### src/rtl/ttt_game_core_if.sv
// Bus bundle between the keypad/display side and the tic-tac-toe engine.
interface ttt_game_core_if #(
  parameter int N  = 3,
  parameter int KW = 5
);
  localparam int CELLS = N * N;

  logic                 start;
  logic                 key_valid;
  logic [KW-1:0]        key_code;
  logic [KW-1:0]        rd_addr;
  logic [1:0]           rd_val;
  logic [2*CELLS-1:0]   board;
  logic                 turn_o;
  logic                 busy;
  logic                 move_err;
  logic                 game_over;
  logic [1:0]           winner;
  logic [3:0]           win_line;
  logic [KW-1:0]        move_count;

  // Keypad/display side drives requests and observes game state.
  modport master (
    output start, key_valid, key_code, rd_addr,
    input  rd_val, board, turn_o, busy, move_err, game_over, winner, win_line, move_count
  );

  // Engine side.
  modport slave (
    input  start, key_valid, key_code, rd_addr,
    output rd_val, board, turn_o, busy, move_err, game_over, winner, win_line, move_count
  );
endinterface

### src/rtl/ttt_game_core.sv
// N x N tic-tac-toe engine: validates moves, alternates X/O, and scans one
// line per cycle for a win by the player who just moved.
module ttt_game_core #(
  parameter int N  = 3,
  parameter int KW = 5
) (
  input logic           clk,
  input logic           rst,
  ttt_game_core_if.slave bus
);
  localparam int CELLS = N * N;
  localparam int NL    = 2 * N + 2;
  localparam logic [3:0] LAST_LINE = 4'(NL - 1);

  typedef enum logic [1:0] {S_IDLE, S_PLAY, S_CHECK, S_DONE} state_t;

  state_t        state_q;
  logic [1:0]    cell_q [CELLS];
  logic          turn_q;
  logic [1:0]    winner_q;
  logic [3:0]    line_q;
  logic [3:0]    win_line_q;
  logic [KW-1:0] count_q;
  logic          move_err_q;
  logic [1:0]    rd_val_q;

  logic [1:0]    mover_d;
  logic [NL-1:0] line_hit_d;
  logic          hit_d;
  logic          key_range_ok_d;
  logic          key_occupied_d;
  logic [KW-1:0] key_idx_d;
  logic [1:0]    rd_cell_d;

  // Cell code of the player whose move is being checked.
  assign mover_d = turn_q ? 2'd2 : 2'd1;

  // Every line is compared in parallel; CHECK picks one per cycle via line_q.
  genvar gi, gk;
  generate
    for (gi = 0; gi < NL; gi++) begin : g_line
      logic [N-1:0] match;
      for (gk = 0; gk < N; gk++) begin : g_pos
        localparam int CELL = (gi < N)     ? gi * N + gk :
                              (gi < 2 * N) ? (gi - N) + gk * N :
                              (gi == 2 * N) ? gk * N + gk :
                                              gk * N + (N - 1 - gk);
        assign match[gk] = (cell_q[CELL] == mover_d);
      end
      assign line_hit_d[gi] = &match;
    end

    for (gi = 0; gi < CELLS; gi++) begin : g_board
      assign bus.board[2*gi +: 2] = cell_q[gi];
    end
  endgenerate

  // Select the line under test and decode the incoming key / read address.
  always_comb begin
    hit_d          = 1'b0;
    key_occupied_d = 1'b0;
    rd_cell_d      = 2'd0;
    key_range_ok_d = (bus.key_code != '0) && (bus.key_code <= KW'(CELLS));
    key_idx_d      = bus.key_code - KW'(1);
    for (int l = 0; l < NL; l++) begin
      if (line_q == 4'(l)) hit_d = line_hit_d[l];
    end
    for (int c = 0; c < CELLS; c++) begin
      if (key_idx_d == KW'(c) && cell_q[c] != 2'd0) key_occupied_d = 1'b1;
      if (bus.rd_addr == KW'(c)) rd_cell_d = cell_q[c];
    end
  end

  // Game FSM: start has priority over everything but reset, and aborts any scan.
  always_ff @(posedge clk) begin
    if (rst) begin
      state_q    <= S_IDLE;
      for (int c = 0; c < CELLS; c++) cell_q[c] <= 2'd0;
      turn_q     <= 1'b0;
      winner_q   <= 2'b00;
      win_line_q <= 4'd0;
      line_q     <= 4'd0;
      count_q    <= '0;
      move_err_q <= 1'b0;
      rd_val_q   <= 2'd0;
    end else begin
      move_err_q <= 1'b0;
      rd_val_q   <= rd_cell_d;
      if (bus.start) begin
        for (int c = 0; c < CELLS; c++) cell_q[c] <= 2'd0;
        turn_q     <= 1'b0;
        winner_q   <= 2'b00;
        win_line_q <= 4'd0;
        line_q     <= 4'd0;
        count_q    <= '0;
        state_q    <= S_PLAY;
      end else begin
        case (state_q)
          S_PLAY: begin
            if (bus.key_valid) begin
              if (!key_range_ok_d || key_occupied_d) begin
                move_err_q <= 1'b1;
              end else begin
                for (int c = 0; c < CELLS; c++) begin
                  if (key_idx_d == KW'(c)) cell_q[c] <= mover_d;
                end
                count_q <= count_q + KW'(1);
                line_q  <= 4'd0;
                state_q <= S_CHECK;
              end
            end
          end
          S_CHECK: begin
            if (hit_d) begin
              winner_q   <= mover_d;
              win_line_q <= line_q;
              state_q    <= S_DONE;
            end else if (line_q != LAST_LINE) begin
              line_q <= line_q + 4'd1;
            end else if (count_q == KW'(CELLS)) begin
              winner_q <= 2'b11;
              state_q  <= S_DONE;
            end else begin
              turn_q  <= ~turn_q;
              state_q <= S_PLAY;
            end
          end
          default: ;
        endcase
      end
    end
  end

  assign bus.rd_val     = rd_val_q;
  assign bus.turn_o     = turn_q;
  assign bus.busy       = (state_q == S_CHECK);
  assign bus.move_err   = move_err_q;
  assign bus.game_over  = (state_q == S_DONE);
  assign bus.winner     = winner_q;
  assign bus.win_line   = win_line_q;
  assign bus.move_count = count_q;
endmodule
### src/flat_wrapper.sv
// flat-port wrapper written by rule: the top's interface ports become plain ports
module ttt_game_core_flat 
#(
  parameter int N  = 3,
  parameter int KW = 5
)
  (clk, rst, bus_start, bus_key_valid, bus_key_code, bus_rd_addr, bus_rd_val, bus_board, bus_turn_o, bus_busy, bus_move_err, bus_game_over, bus_winner, bus_win_line, bus_move_count);
  ttt_game_core_if #(.N(N), .KW(KW)) bus_i ();
  input logic clk;
  input logic rst;
  input wire logic [$bits(bus_i.start)-1:0] bus_start;
  input wire logic [$bits(bus_i.key_valid)-1:0] bus_key_valid;
  input wire logic [$bits(bus_i.key_code)-1:0] bus_key_code;
  input wire logic [$bits(bus_i.rd_addr)-1:0] bus_rd_addr;
  output wire logic [$bits(bus_i.rd_val)-1:0] bus_rd_val;
  output wire logic [$bits(bus_i.board)-1:0] bus_board;
  output wire logic [$bits(bus_i.turn_o)-1:0] bus_turn_o;
  output wire logic [$bits(bus_i.busy)-1:0] bus_busy;
  output wire logic [$bits(bus_i.move_err)-1:0] bus_move_err;
  output wire logic [$bits(bus_i.game_over)-1:0] bus_game_over;
  output wire logic [$bits(bus_i.winner)-1:0] bus_winner;
  output wire logic [$bits(bus_i.win_line)-1:0] bus_win_line;
  output wire logic [$bits(bus_i.move_count)-1:0] bus_move_count;
  assign bus_i.start = bus_start;
  assign bus_i.key_valid = bus_key_valid;
  assign bus_i.key_code = bus_key_code;
  assign bus_i.rd_addr = bus_rd_addr;
  assign bus_rd_val = bus_i.rd_val;
  assign bus_board = bus_i.board;
  assign bus_turn_o = bus_i.turn_o;
  assign bus_busy = bus_i.busy;
  assign bus_move_err = bus_i.move_err;
  assign bus_game_over = bus_i.game_over;
  assign bus_winner = bus_i.winner;
  assign bus_win_line = bus_i.win_line;
  assign bus_move_count = bus_i.move_count;
  ttt_game_core #(.N(N), .KW(KW)) u_core (.clk(clk), .rst(rst), .bus(bus_i));
endmodule
### config.mk
export PLATFORM = sky130hd
export DESIGN_NAME = ttt_game_core_flat
export DESIGN_NICKNAME = d
export VERILOG_FILES = /design/src/rtl/ttt_game_core_if.sv /design/src/rtl/ttt_game_core.sv /design/src/flat_wrapper.sv
export SDC_FILE = /design/constraint.sdc
export NUM_CORES = 1
export LEC_CHECK = 0
export CAP_MARGIN = 20
export CORE_MARGIN = 1.5
export CORE_UTILIZATION = 40
export CTS_CLUSTER_SIZE = 40
export DETAILED_ROUTE_END_ITERATION = 8
export PLACE_DENSITY = 0.65
export SYNTH_ARGS = -nofsm -noshare
export SYNTH_HDL_FRONTEND = slang
export SYNTH_SLANG_ARGS = --single-unit
### constraint.sdc
create_clock -name clk -period 3.45 [get_ports clk]
set_clock_uncertainty 0.05 [all_clocks]
set_input_delay 0.5175 -clock clk [delete_from_list [all_inputs] [get_ports clk]]
set_output_delay 0.5175 -clock clk [all_outputs]
set_load 0.01 [all_outputs]
==> run_results.csv <==
group,metric,value,unit
outcome,status,"completed",
clock_network,clk_pin_slew,0.07,ns
critical_path,cpPeakStageDelay,0.61,ns
placed_design,gp_congestion,0.915,
critical_path,start_kind,"primary input",
power_and_ir_drop,p_leak,1.01,nW
placed_design,dp.final_hpwl,4460,um
cells_and_area,layout.nets,307,
timing,period_share,88.6,%
synth,synth-seq-area-share,41.9,%
synth,synth.most_common_cell,"dfxtp_1",
synth,synth_top_area_share,23.6,%
clock_network,cts_buffer_depth,2,
timing,rsz0062_at_grt,"false",
detailed_routing,viasPerCell,5.73,
floorplan,coreArea,5510,sq um
timing,post-route-min-period,3.06,ns
clock_network,cts_tree,"done",
clock_network,cts-root-buf,"clkbuf_8",
cells_and_area,drive_above_1_share,6.94,%
floorplan,rows,27,
clock_network,cts_resized,0,
critical_path,crit_path_end_kind,"register",
critical_path,crit_type,"primary input to register",
power_and_ir_drop,ir_worst_vdd,0.000258,V
synth,synthFlopType,"dfxtp_1",
cells_and_area,area_growth,27.9,%
synth,netlist_area,2290,sq um
power_and_ir_drop,power.total,0.928,mW
synth,synth_fp_nets,256,
synth,synthCells,236,
synth,ys_warn_count,0,
synth,synth_edf_count,18,
critical_path,path_max_fanout,9,
synth,ys_ff_latch,39,
floorplan,initial_core_util,41.6,%
detailed_routing,wl_per_cell,16.3,um
clock_network,worstSkewPairLatency,0.29,ns
global_route,grt_pass1_wl,9610,um
timing,slew_violations,0,
synth,yosys.area.top_type,"edfxtp_1",
timing,setup_viol,0,
power_and_ir_drop,power.density,316,nW/um^2
timing,worstMarginPinSlew,0.726,ns
timing,setup_tns,0,ns
global_route,antenna_found_initial,0,
synth,synth_area_leaders,"edfxtp_1 (24%), dfxtp_1 (18%), nand2b_1 (4.4%)",
floorplan,die_h,78.7,um
detailed_routing,drcViolationCount,0,
timing,max_freq,327,MHz
timing,final_hold_viol_count,0,
detailed_routing,drt_wl_total,5860,um
synth,synthArstFlopShare,0,%
clock_network,cts.sinks,39,
flow_run,cap_violations,0,
cells_and_area,diodes,0,
global_route,grt_pass1_vias,1922,
critical_path,critPathBufInv,1,
clock_network,numCtsBuffers,5,
global_route,grt-ovfl-total,0,
timing,slew-limit-headroom,51.1,%
critical_path,crit_family,"compound AO/OA/AOI/OAI gates",
synth,yosys-top-cells-count,"dfxtp_1 (21), nor2_1 (20), edfxtp_1 (18), nand2b_1 (16), nand2_1 (15)",
detailed_routing,drt_iter0_drc,128,
critical_path,critPathSlowestCell,"clkdlybuf4s50_1",
global_route,grt_max_degree,19,
detailed_routing,ant_nets,0,
synth,ys_types,57,
clock_network,htreeDepth,2,
critical_path,required,3.35,ns
critical_path,crit_path_cell_trace,"clkdlybuf4s50_1 > or4b_1 > nor3_1 > a311oi_1 > o311a_4 > nand2_1 > or3_1 > o31ai_1",
critical_path,cp.arrival,2.96,ns
floorplan,pin_count,49,
synth,avgSynthCellArea,9.72,sq um
global_route,grt_use_total,20.0,%
clock_network,cts_setup_buffers,0,
floorplan,dieArea,6200,sq um
clock_network,hold_buffers,0,
detailed_routing,vias,2062,
detailed_routing,drtPass1Iterations,4,
placed_design,portBuffers,48,
worst_hold_path,hp-class,"register to register",
floorplan,die_w,78.7,um
-- cell families (layout without fill, tap and decap cells) --
family	Yosys count	after routing	share of synthesized area, %
mux	10	10	6.60
xor+xnor	6	6	2.29
simple gates	92	92	21.8
flops	39	39	41.9
buf+inv	18	70	3.11
compound gates	65	65	21.1
fa+ha+maj	6	6	3.27
-- state kept, by name, indices dropped and copies added, names as in the netlist --
signal	count
u_core.bus.move_count	5
u_core.line_q	4
u_core.bus.rd_val	2
u_core.state_q	2
u_core.bus.turn_o	1
u_core.bus.move_err	1
u_core.bus.win_line	4
u_core.bus.winner	2
u_core.cell_q	18
-- area by class of cell --
class                      count  area (sq um)
tap                           72          90.1
sequential                    39           961
clock buffer                   8          80.1
timing repair buffer          50           495
fill                         524          2570
multi-input combinational    179          1260
inverter                      12          45.0
-- power breakdown --
group,internal [mW],total [mW],switching (mW)
clock network,0.144,0.299,0.155
registers,0.494,0.512,0.0184
logic,0.0606,0.117,0.0561
-- per-stage QoR --
step	hold WS [ns]	util [%]	cell area (sq um)	std cells	setup WS (ns)
CTS	0.408	53.3	2930	360	0.425
detailed placement	0.399	51.8	2850	352	0.133
global route	0.445	53.3	2930	360	0.232
floorplan	0.421	-	2290	236	0.894
global placement	0.395	51.8	2850	352	0.240
finish	0.403	53.3	2930	360	0.395
-- final timing paths --
| path | from | to | slack [ns] | cells past startpoint |
|---|---|---|---|---|
| hold reg to reg | u_core.bus.win_line[1]$_SDFFE_PP0P_ | u_core.bus.win_line[1]$_SDFFE_PP0P_ | 0.40 | 2 |
| setup / recovery | bus_key_code[3] | u_core.cell_q[0][0]$_DFFE_PP_ | 0.39 | 8 |
| setup reg to reg | u_core.cell_q[0][7]$_DFFE_PP_ | u_core.cell_q[0][0]$_DFFE_PP_ | 0.72 | 7 |
| hold / removal | u_core.bus.win_line[1]$_SDFFE_PP0P_ | u_core.bus.win_line[1]$_SDFFE_PP0P_ | 0.40 | 2 |
-- cells in the final DEF (no fill, tap or decap), types with 2 or more instances in the layout --
master           instances
clkbuf_8                 5
nand4_1                  4
inv_1                   11
clkbuf_1                 3
a211oi_1                 4
nand2_1                 15
o31ai_1                  5
o41ai_1                  3
o22ai_1                  7
nor2_1                  20
a21oi_1                 10
o211a_1                  2
nor3b_1                  2
o311ai_0                 2
nor3_1                   9
buf_4                    2
o21bai_1                 2
o21ai_0                  9
dfxtp_1                 21
clkdlybuf4s50_1         48
and2_1                   4
nand3_1                  4
xnor2_1                  3
mux2i_1                  5
a31oi_1                  4
edfxtp_1                18
or3b_1                   3
a21boi_0                 2
nand3b_1                 5
xor2_1                   3
mux4_2                   4
ha_1                     6
or2_2                    3
nand2b_1                16
-- per-layer routing --
metal	part of all wire [%]	GRT usage, %
met1	48	27.7
met2	46	31.9
met3	4.6	3.68
met4	1.5	6.07
met5	0	0
-- worst reg2reg max path: stages, from the launching register on --
cell,delay [ns]
edfxtp_1,0.49
nor2_1,0.19
o21ai_0,0.10
a311oi_1,0.33
o311a_4,0.31
nand2_1,0.17
or3_1,0.41
o31ai_1,0.35
No activity file was read; power rests on OpenSTA's default activity.
